`src/rtl/ens_vote_argmax.sv`:
```
// Ensemble vote counter: latches one vector of per-member class bits, tallies votes one class per cycle,
// and hands the lowest-index winning class and its vote count over valid/ready. Optional tie flag: ENS_VOTE_TIE_FLAG_EN.
module ens_vote_argmax #(
    parameter int N_ENS   = 4,
    parameter int N_CLASS = 10,
    parameter int CLASS_W = 4,
    parameter int VOTE_W  = 3
) (
    input  logic                       clk,
    input  logic                       rst,
    input  logic                       in_valid,
    output logic                       in_ready,
    input  logic [N_ENS*N_CLASS-1:0]   in_bits,
    output logic                       out_valid,
    input  logic                       out_ready,
    output logic [CLASS_W-1:0]         out_class,
    output logic [VOTE_W-1:0]          out_votes
`ifdef ENS_VOTE_TIE_FLAG_EN
    ,
    output logic                       out_tie
`endif
);

    typedef enum logic [1:0] {
        IDLE  = 2'd0,
        COUNT = 2'd1,
        DONE  = 2'd2
    } state_t;

    function automatic logic [VOTE_W-1:0] popcount(input logic [N_ENS-1:0] b);
        logic [VOTE_W-1:0] acc;
        acc = {VOTE_W{1'b0}};
        for (int i = 0; i < N_ENS; i++) begin
            acc = acc + VOTE_W'(b[i]);
        end
        return acc;
    endfunction

    state_t                     state_r;
    state_t                     state_n_s;
    logic [N_ENS*N_CLASS-1:0]   vec_r;
    logic [CLASS_W-1:0]         cnt_r;
    logic [CLASS_W-1:0]         best_class_r;
    logic [VOTE_W-1:0]          best_votes_r;
    logic [N_ENS-1:0]           col_s [N_CLASS];
    logic [N_ENS-1:0]           class_bits_s;
    logic [VOTE_W-1:0]          v_s;
    logic                       last_s;
    logic                       take_s;
    logic [CLASS_W-1:0]         best_class_n_s;
    logic [VOTE_W-1:0]          best_votes_n_s;
`ifdef ENS_VOTE_TIE_FLAG_EN
    logic                       tie_r;
    logic                       tie_n_s;
`endif

    // Regroup the latched vector by class so the current class column is a single array select.
    always_comb begin
        for (int c = 0; c < N_CLASS; c++) begin
            for (int m = 0; m < N_ENS; m++) begin
                col_s[c][m] = vec_r[m*N_CLASS + c];
            end
        end
        class_bits_s = col_s[cnt_r];
        v_s          = popcount(class_bits_s);
        last_s       = (cnt_r == CLASS_W'(N_CLASS - 1));
    end

    // Running argmax: class 0 seeds the best, later classes must strictly beat it so ties keep the lower index.
    always_comb begin
        take_s = (cnt_r == {CLASS_W{1'b0}}) || (v_s > best_votes_r);
        if (take_s) begin
            best_class_n_s = cnt_r;
            best_votes_n_s = v_s;
        end else begin
            best_class_n_s = best_class_r;
            best_votes_n_s = best_votes_r;
        end
`ifdef ENS_VOTE_TIE_FLAG_EN
        if (take_s) begin
            tie_n_s = 1'b0;
        end else if ((v_s == best_votes_r) && (v_s != {VOTE_W{1'b0}})) begin
            tie_n_s = 1'b1;
        end else begin
            tie_n_s = tie_r;
        end
`endif
    end

    // Next-state logic.
    always_comb begin
        state_n_s = state_r;
        case (state_r)
            IDLE: begin
                if (in_valid) state_n_s = COUNT;
                else          state_n_s = IDLE;
            end
            COUNT: begin
                if (last_s) state_n_s = DONE;
                else        state_n_s = COUNT;
            end
            DONE: begin
                if (out_ready) state_n_s = IDLE;
                else           state_n_s = DONE;
            end
            default: state_n_s = IDLE;
        endcase
    end

    // State register with handshake flags registered from the next state.
    always_ff @(posedge clk) begin
        if (rst) begin
            state_r   <= IDLE;
            in_ready  <= 1'b1;
            out_valid <= 1'b0;
        end else begin
            state_r   <= state_n_s;
            in_ready  <= (state_n_s == IDLE);
            out_valid <= (state_n_s == DONE);
        end
    end

    // Datapath: latch on accept, accumulate during COUNT, publish the result on the last class.
    always_ff @(posedge clk) begin
        if (rst) begin
            vec_r        <= {(N_ENS*N_CLASS){1'b0}};
            cnt_r        <= {CLASS_W{1'b0}};
            best_class_r <= {CLASS_W{1'b0}};
            best_votes_r <= {VOTE_W{1'b0}};
            out_class    <= {CLASS_W{1'b0}};
            out_votes    <= {VOTE_W{1'b0}};
`ifdef ENS_VOTE_TIE_FLAG_EN
            tie_r        <= 1'b0;
            out_tie      <= 1'b0;
`endif
        end else begin
            case (state_r)
                IDLE: begin
                    if (in_valid) begin
                        vec_r        <= in_bits;
                        cnt_r        <= {CLASS_W{1'b0}};
                        best_class_r <= {CLASS_W{1'b0}};
                        best_votes_r <= {VOTE_W{1'b0}};
`ifdef ENS_VOTE_TIE_FLAG_EN
                        tie_r        <= 1'b0;
`endif
                    end
                end
                COUNT: begin
                    cnt_r        <= cnt_r + CLASS_W'(1);
                    best_class_r <= best_class_n_s;
                    best_votes_r <= best_votes_n_s;
`ifdef ENS_VOTE_TIE_FLAG_EN
                    tie_r        <= tie_n_s;
`endif
                    if (last_s) begin
                        out_class <= best_class_n_s;
                        out_votes <= best_votes_n_s;
`ifdef ENS_VOTE_TIE_FLAG_EN
                        out_tie   <= tie_n_s;
`endif
                    end
                end
                DONE: begin
                    cnt_r <= cnt_r;
                end
                default: begin
                    cnt_r <= {CLASS_W{1'b0}};
                end
            endcase
        end
    end

endmodule

```
`config.mk`:
```
export PLATFORM = sky130hd
export DESIGN_NAME = ens_vote_argmax
export DESIGN_NICKNAME = d
export VERILOG_FILES = /design/src/rtl/ens_vote_argmax.sv
export SDC_FILE = /design/constraint.sdc
export NUM_CORES = 1
export LEC_CHECK = 0
export BUFFER_PORTS_ARGS = -buffer_cell sky130_fd_sc_hd__buf_4
export CAP_MARGIN = 20
export CORE_MARGIN = 4
export CORE_UTILIZATION = 35
export DETAILED_ROUTE_END_ITERATION = 6
export SYNTH_ARGS = -nofsm -noshare
export SYNTH_HDL_FRONTEND = slang
export SYNTH_SLANG_ARGS = --single-unit
export TNS_END_PERCENT = 5
```
`constraint.sdc`:
```
create_clock -name clk -period 4.2 [get_ports clk]
set_input_delay 0 -clock clk [delete_from_list [all_inputs] [get_ports clk]]
set_output_delay 0 -clock clk [all_outputs]
set_load 0.005 [all_outputs]
```
Yosys cells after proc, flatten, opt, wreduce, memory -nomap -nowiden
Index checks and enable logic that the tools add are counted.

operators by class
  $add $sub $neg = 4
  $mul = 0
  divide/modulo/power cells = 0
  magnitude comparators = 2
  eq/ne operators = 5
  shift-type cells = 0
  mux-type cells = 14
  bitwise gates (word level) = 2
  reductions and logical operators = 9

operator list
  cell                 number
  $bmux 4 s4           1
  $mux 4               4
  $pmux 4 s3           1
  $pmux 4 s2           1
  $reduce_and 2->1     4
  $mux 3               2
  $pmux 2 s3           1
  $pmux 3 s2           1
  $ge 5x5->1 const B   1
  $not 4->5            1
  $add 4x1->4 const B  1
  $eq 2x2->1 const B   2
  $eq 4x4->1 const B   1
  $logic_not 2->1      2
  $logic_not 4->1      1
  $mux 2               2
  $add 2x1->3          1
  $add 3x1->3          1
  $gt 3x3->1           1
  $add 1x1->2          1
  $eq 2x1->1 const B   1
  $ne 2x2->1 const B   1
  $reduce_bool 2->1    1
  $logic_or 1x1->1     1
  other kinds (2)      2

word-level totals
  bits in registers = 62
  bits in latches = 0
  RAM bits = 0
  memory bits (read-only) = 0
  bits of input ports = 44
  output and inout port bits = 9
  logic and storage cells = 45
  memories = 0

Logic depth before layout (Yosys ltp)
Gate-level depths: netlist (run 1).

  depth after elaboration = 11
  depth in mapped cells = 14
  mapped depth without buffers = 12

Worst setup path after synthesis (run 1)
Ideal clock, no wire load.

  path type = reg2reg
  start = register cnt_r[0]
  end = register out_class[0]
  setup time = 80 ps
  arrival = 3456 ps
  data required time = 4120 ps
  path slack = 664 ps
  stages on the path, launching flop included = 14
  buffers on the path = 2
  clock period less this slack = 3536 ps
  path through = dfxtp_1 > buf_2 > buf_4 > mux4_2 > nand3b_1 > o21ai_1 > fa_1 > ha_1 > ha_1 > ha_1 > and3_1 > a21oi_1 > o21ai_0 > a211oi_2

on the way
  word-level cells in the longest chain between the ends = 10
  elaborated cells between the ends (all ways) = 13
  classes of those cells = add/sub: 3; order compare: 1; eq/ne: 1; mux: 4; bitwise: 1; reduce/logical: 3

ends and longest elaborated chain
  element                                     line  RTL
  start, declared                             42    logic [CLASS_W-1:0] cnt_r;
  start signal, assigned                      127   cnt_r <= {CLASS_W{1'b0}};
  start signal, assigned                      141   cnt_r <= {CLASS_W{1'b0}};
  start signal, assigned                      150   cnt_r <= cnt_r + CLASS_W'(1);
  $not 4->5 (implied by the code)             64    class_bits_s = col_s[cnt_r];
  $bmux 4 s4                                  64
  $mux 4 (implied by the code) (2 in series)  64
  $add 1x1->2                                 34    acc = acc + VOTE_W'(b[i]);
  $add 2x1->3                                 34
  $add 3x1->3                                 34
  $gt 3x3->1                                  71    take_s = (cnt_r == {CLASS_W{1'b0}}) || (v_s > best_votes_r);
  $logic_or 1x1->1                            71
  $mux 4                                      72    if (take_s) begin
  end signal, assigned                        130   out_class <= {CLASS_W{1'b0}};
  end signal, assigned                        157   out_class <= best_class_n_s;
  end, declared                               16    output logic [CLASS_W-1:0] out_class,

Parallel ways exist; a longest one is shown, timed or not. The select of a mux whose other input is x is not followed.
A chain may end at the register's enable or synchronous reset.

Worst setup path in the final report (run 1)
  start = register cnt_r[0]
  end = register out_votes[0]

on the way
  word-level cells in the longest chain between the ends = 10
  elaborated cells between the ends (all ways) = 13
  classes of those cells = add/sub: 3; order compare: 1; eq/ne: 1; mux: 4; bitwise: 1; reduce/logical: 3

ends and longest elaborated chain
  element                                     line  RTL
  $not 4->5 (implied by the code)             64
  $bmux 4 s4                                  64
  $mux 4 (implied by the code) (2 in series)  64
  $add 1x1->2                                 34
  $add 2x1->3                                 34
  $add 3x1->3                                 34
  $gt 3x3->1                                  71
  $logic_or 1x1->1                            71
  $mux 3                                      72
  end signal, assigned                        131   out_votes <= {VOTE_W{1'b0}};
  end signal, assigned                        158   out_votes <= best_votes_n_s;
  end, declared                               17    output logic [VOTE_W-1:0] out_votes

Parallel ways exist; a longest one is shown, timed or not. The select of a mux whose other input is x is not followed.

==> flow_summary.json, run 1 <==
{
  "finalHoldViolations": 0,
  "peakVddDrop_v": 0.000210,
  "maxCapViolCount": 0,
  "core_area_um2": 7770,
  "cts_tree": "built",
  "r2r_start": "cnt_r[0]",
  "period_share": 0.880,
  "drtPass1Iterations": 4,
  "slew_headroom": 0.539,
  "cts_setup_buffers": 0,
  "clk_latency_ns": 0.34,
  "synth_largest_area_cell": "dfxtp_1",
  "max_freq_mhz": 270,
  "avgSynthCellArea_um2": 8.85,
  "num_antenna_cells": 0,
  "grt_max_degree": 57,
  "place.gp.congestion": 0.807,
  "drcViolationCount": 0,
  "slowest_stage": "mux4_2",
  "reg2reg_depth": 12,
  "whs_endpoint": "cnt_r[0]",
  "start_util": 0.363,
  "clkPwrFrac": 0.423,
  "vias": 2454,
  "dp_cells": 455,
  "ys_ff_latch": 62,
  "switchingPower_uw": 382,
  "register_area_um2": 1240,
  "holdPathStages": 4,
  "hold_start": "in_valid",
  "htree_levels": 3,
  "power_per_cell_area_nw_per_um2": 390,
  "ys_seq_area_frac": 0.440,
  "rr_endpoint": "out_votes[0]",
  "setup_viol": 0,
  "drv_slew": 0,
  "rows": 32,
  "numPortBuffers": 52,
  "drtIter0Drc": 86,
  "totalPowerFinal_uw": 1530,
  "antenna_found_initial": 0,
  "crit_type": "reg2reg",
  "via_per_inst": 4.79,
  "status": "complete, no violations",
  "p_int_uw": 1150,
  "path_cells": "buf_4 -> mux4_2 -> mux2i_1 -> o21ai_1 -> fa_1 -> ha_1 -> ha_1 -> ha_1 -> and3_1 -> a21oi_1 -> o21ai_0 -> a211oi_2",
  "cts_num_sinks": 62,
  "synth.distinct_cells": 44,
  "cp_max_fo": 11,
  "timing.reg2reg.setup_slack_ns": 0.50,
  "cts_buffer_depth": 2,
  "rsz0062_at_grt": "false",
  "hold_slack_ns": 0.0977,
  "clkTransAtPathRegs_ns": 0.07,
  "cts_made_buffers": 9,
  "path_buf_inv": 1,
  "synthTopCellsByCount": "nand2_1 (84), dfxtp_1 (62), a21oi_1 (47)",
  "required_ns": 4.46,
  "start_kind": "flip-flop",
  "finish.utilization": 0.505,
  "clock_skew_ns": 0.00491,
  "endpoint_kind": "flip-flop",
  "grt_pass1_vias": 2424,
  "die_h_um": 97.8,
  "grt_overflow": 0,
  "syn_inst": 319,
  "drive_gt1_frac": 0.229,
  "synth_top_flop_cell": "dfxtp_1",
  "synth-edff-count": 0,
  "grt_pass1_wl_um": 11000,
  "synth_most_common_cell": "nand2_1",
  "fillerInstances": 754,
  "comb_power_share": 0.161,
  "synthesis.area_um2": 2820,
  "seqPwrFrac": 0.416,
  "synth_fp_nets": 372,
  "multiInputGateArea_um2": 1440,
  "period_needed_ns": 3.70,
  "antenna_left": 0,
  "root_buffer": "clkbuf_8",
  "setup_tns_ns": 0,
  "p_leak_uw": 0.00157,
  "crit_top_cell": "ha_1",
  "async_flop_share": 0,
  "pin_count": 53,
  "nets": 458,
  "p_sw_frac": 0.250,
  "die_area_um2": 9570,
  "hp-class": "in2reg",
  "wl_per_cell_um": 12.6,
  "grt_usage": 0.140,
  "syn_to_final_growth_pct": 38.9,
  "cp.arrival_ns": 3.96,
  "slowest_delay_ns": 0.51,
  "yosys-top-cells-area": "dfxtp_1 (44%), nand2_1 (11%), a21oi_1 (8.3%)",
  "dpl.hpwl_um": 4190,
  "yosys.area.top_type_share": 0.440,
  "drt_wl_total_um": 6430,
  "cp_top_family": "adder cells",
  "yosysWarnings": 0,
  "finalNonFillerCells": 512,
  "worst_slew_pin_slew_ns": 0.689,
  "die_x_um": 97.8
}
==> registers in the layout (all words and copies together), names as in the netlist <==
register	cells
best_class_r	4
best_votes_r	3
cnt_r	4
in_ready	1
out_class	4
out_valid	1
out_votes	3
state_r	2
vec_r	40
==> layer usage <==
metal	global-route usage	wire, µm	vias up
met5	0	0	-
met4	0.0703	98	0
met3	0.0350	253	14
met2	0.216	2900	50
met1	0.183	3170	1122
li1	-	-	1268
==> worst reg2reg max path: cells and delay by family (launching register included) <==
kind,cells,cell delay (ns)
flip-flops,1,0.33
AO/OA/AOI/OAI,4,0.89
AND/OR/NAND/NOR,1,0.19
adder cells (fa/ha/maj),4,1.34
multiplexers,2,0.66
buffers and inverters,1,0.22
==> power groups by stage <==
| stage | Sequential (µW) | Clock [µW] | Combinational (µW) |
|---|---|---|---|
| global route | 639 | 680 | 276 |
| floorplan | 644 | 0 | 152 |
| CTS | 636 | 658 | 247 |
| finish | 636 | 646 | 246 |
| global placement | 649 | 0 | 211 |
| detailed placement | 649 | 0 | 216 |
==> cell families after synthesis <==
family,after synthesis,share of synthesized area
DFF,62,0.440
adders and majority gates,9,0.0426
xor gates and xnor gates,2,0.00621
AOI/OAI and AO/OA,82,0.188
buffers and inverters,30,0.0527
and+or+nand+nor,118,0.179
muxes,16,0.0922
==> stage by stage <==
step	cell area [µm²]	worst slack (ns)
after CTS	3920	0.514
after global routing	3920	0.273
after detailed placement	3260	0.550
after floorplan	2820	0.664
final	3920	0.503
after global placement	3260	0.620
==> worst max path at each step <==
| stage | from | endpoint | slack (ns) | cells after the start |
|---|---|---|---|---|
| floorplan | cnt_r[0] | out_class[0] | 0.66 | 13 |
| global route | cnt_r[0] | out_class[0] | 0.27 | 12 |
| CTS | cnt_r[0] | out_votes[0] | 0.51 | 12 |
| finish | cnt_r[0] | out_votes[0] | 0.50 | 12 |
| detailed placement | cnt_r[0] | best_votes_r[0] | 0.55 | 12 |
| global placement | cnt_r[0] | out_votes[0] | 0.62 | 12 |
==> placed cells by master, fill, tap and decap left out, types with 3 or more instances in the layout <==
cell type,count
nand2_1,84
a22o_1,7
mux2i_1,8
nand3b_1,5
buf_4,58
nor2_1,14
dlygate4sd3_1,41
dfxtp_1,62
clkbuf_8,10
o21ai_0,5
ha_1,8
inv_1,5
a21oi_1,47
a31oi_1,5
mux4_2,8
a211oi_2,6
o21ai_1,4
bufinv_16,3
a22oi_1,3
==> final cells by class <==
class | instances | area share
clock inverter | 5 | 0.0271
timing repair buffer | 99 | 0.216
multi-input combinational | 227 | 0.366
inverter | 6 | 0.00575
clock buffer | 11 | 0.0361
sequential | 62 | 0.317
tap | 102 | 0.0326
==> timing repair <==
item,in CTS,in global routing
hold buffers,41,0
resized for setup,0,0
hold endpoints to repair,42,0
Power figures use the tool's default switching activity.
==> run 2, diff against run 1 <==
--- a/config.mk
+++ b/config.mk
@@ -10,6 +10,7 @@
 export CORE_MARGIN = 4
 export CORE_UTILIZATION = 35
 export DETAILED_ROUTE_END_ITERATION = 6
+export MAX_ROUTING_LAYER = met4
 export SYNTH_ARGS = -nofsm -noshare
 export SYNTH_HDL_FRONTEND = slang
 export SYNTH_SLANG_ARGS = --single-unit
==> flow_summary.json, run 2 (synthesized netlist as in run 1, its figures left out) <==
{
  "status": "complete, no violations",
  "start_kind": "flip-flop",
  "cts_num_sinks": 62,
  "cts_made_buffers": 9,
  "drive_gt1_frac": 0.229,
  "cts_tree": "built",
  "place.gp.congestion": 0.819,
  "antenna_found_initial": 0,
  "clk_latency_ns": 0.34,
  "core_area_um2": 7770,
  "root_buffer": "clkbuf_8",
  "crit_type": "reg2reg",
  "drtPass1Iterations": 5,
  "antenna_left": 0,
  "max_freq_mhz": 271,
  "grt_pass1_wl_um": 11000,
  "drcViolationCount": 0,
  "dp_cells": 455,
  "finalHoldViolations": 0,
  "slew_headroom": 0.529,
  "grt_overflow": 0,
  "maxCapViolCount": 0,
  "cp_max_fo": 11,
  "drt_wl_total_um": 6450,
  "cts_resized": 0,
  "rows": 32,
  "endpoint_kind": "flip-flop",
  "drtIter0Drc": 105,
  "peakVddDrop_v": 0.000210,
  "via_per_inst": 4.79,
  "critPathCapture": "out_votes[0]",
  "die_area_um2": 9570,
  "setup_tns_ns": 0,
  "reg2reg_depth": 12,
  "start_util": 0.363,
  "cts_buffer_depth": 2,
  "required_ns": 4.47,
  "holdBufCountCts": 41,
  "period_needed_ns": 3.69,
  "timing.reg2reg.setup_slack_ns": 0.51,
  "worst_slew_pin_slew_ns": 0.706,
  "setup_ws_ns": 0.507,
  "rr_endpoint": "out_votes[0]",
  "grt_max_degree": 57,
  "clock_skew_ns": 0.00539,
  "die_x_um": 97.8,
  "clkTransAtPathRegs_ns": 0.07,
  "drv_slew": 0,
  "grt_pass1_vias": 2423,
  "final_cell_mix": "nand2_1 (84), dfxtp_1 (62), buf_4 (58)",
  "syn_to_final_growth_pct": 38.9,
  "num_antenna_cells": 0,
  "power_per_cell_area_nw_per_um2": 390,
  "p_leak_uw": 0.00157,
  "grt_usage": 0.145,
  "final_common_cell": "nand2_1",
  "hp-class": "in2reg",
  "htree_levels": 3,
  "cts_setup_buffers": 0,
  "vias": 2450,
  "rsz0062_at_grt": "false",
  "period_share": 0.879,
  "regMostFlops": "vec_r",
  "place_ws_ns": 0.550,
  "dpl.hpwl_um": 4190,
  "largest_register_ffs": 40,
  "wl_per_cell_um": 12.6,
  "pin_count": 53,
  "crit_start": "cnt_r[0]",
  "cp.arrival_ns": 3.96,
  "finalNonFillerCells": 512,
  "setup_viol": 0,
  "numPortBuffers": 52,
  "nets": 458,
  "die_h_um": 97.8,
  "hold_slack_ns": 0.0935,
  "r2r_start": "cnt_r[0]"
}
## run 2: cell counts in the layout (fill, tap and decap cells not counted)
Identical to the previous run, type by type.
## run 2: worst min path at each step
| stage | start | to | slack (ns) | cells past startpoint |
|---|---|---|---|---|
| finish | in_valid | cnt_r[0] | 0.09 | 4 |
| CTS | in_valid | cnt_r[0] | 0.08 | 4 |
| detailed placement | in_bits[27] | vec_r[27] | 0.26 | 3 |
| floorplan | in_bits[0] | vec_r[0] | 0.14 | 2 |
| global placement | in_bits[0] | vec_r[0] | 0.25 | 3 |
| global route | in_valid | cnt_r[0] | 0.13 | 4 |
## run 2: layer usage
layer,track usage,up-vias,part of all wire
met4,0.0607,0,0.013
li1,-,1269,-
met5,-,-,0
met1,0.183,1118,0.49
met3,0.0429,12,0.046
met2,0.216,51,0.45
## run 2: layout make-up
cell class | instances | area (µm²)
clock buffers | 11 | 141
clock inverters | 5 | 106
fillers | 754 | 3850
inverters | 6 | 22.5
multi-input cells | 227 | 1440
flip-flops and latches | 62 | 1240
well taps | 102 | 128
repair buffers | 99 | 846
## run 2: metrics by stage
stage                     instance area, µm²  total power (µW)  utilization
final                                   3920              1530        0.505
after global routing                    3920              1600        0.505
after CTS                               3920              1540        0.505
after detailed placement                3260               865        0.420
after global placement                  3260               861        0.420
after floorplan                         2820               796            -
## run 2: report_power, final
group          total (µW)  switching, µW  internal (µW)  leakage, µW
Sequential            636           17.1            619     0.000508
Combinational         246            130            116     0.000942
Clock                 648            236            411     0.000120
Total                1530            384           1150      0.00157
## run 2: worst max-delay path, cell delays in order, from the launching register on
cell      delay [ns]
dfxtp_1         0.33
buf_4           0.22
mux4_2          0.51
mux2i_1         0.13
o21ai_1         0.10
fa_1            0.50
ha_1            0.22
ha_1            0.32
ha_1            0.30
and3_1          0.19
a21oi_1         0.36
o21ai_0         0.18
a211oi_2        0.24
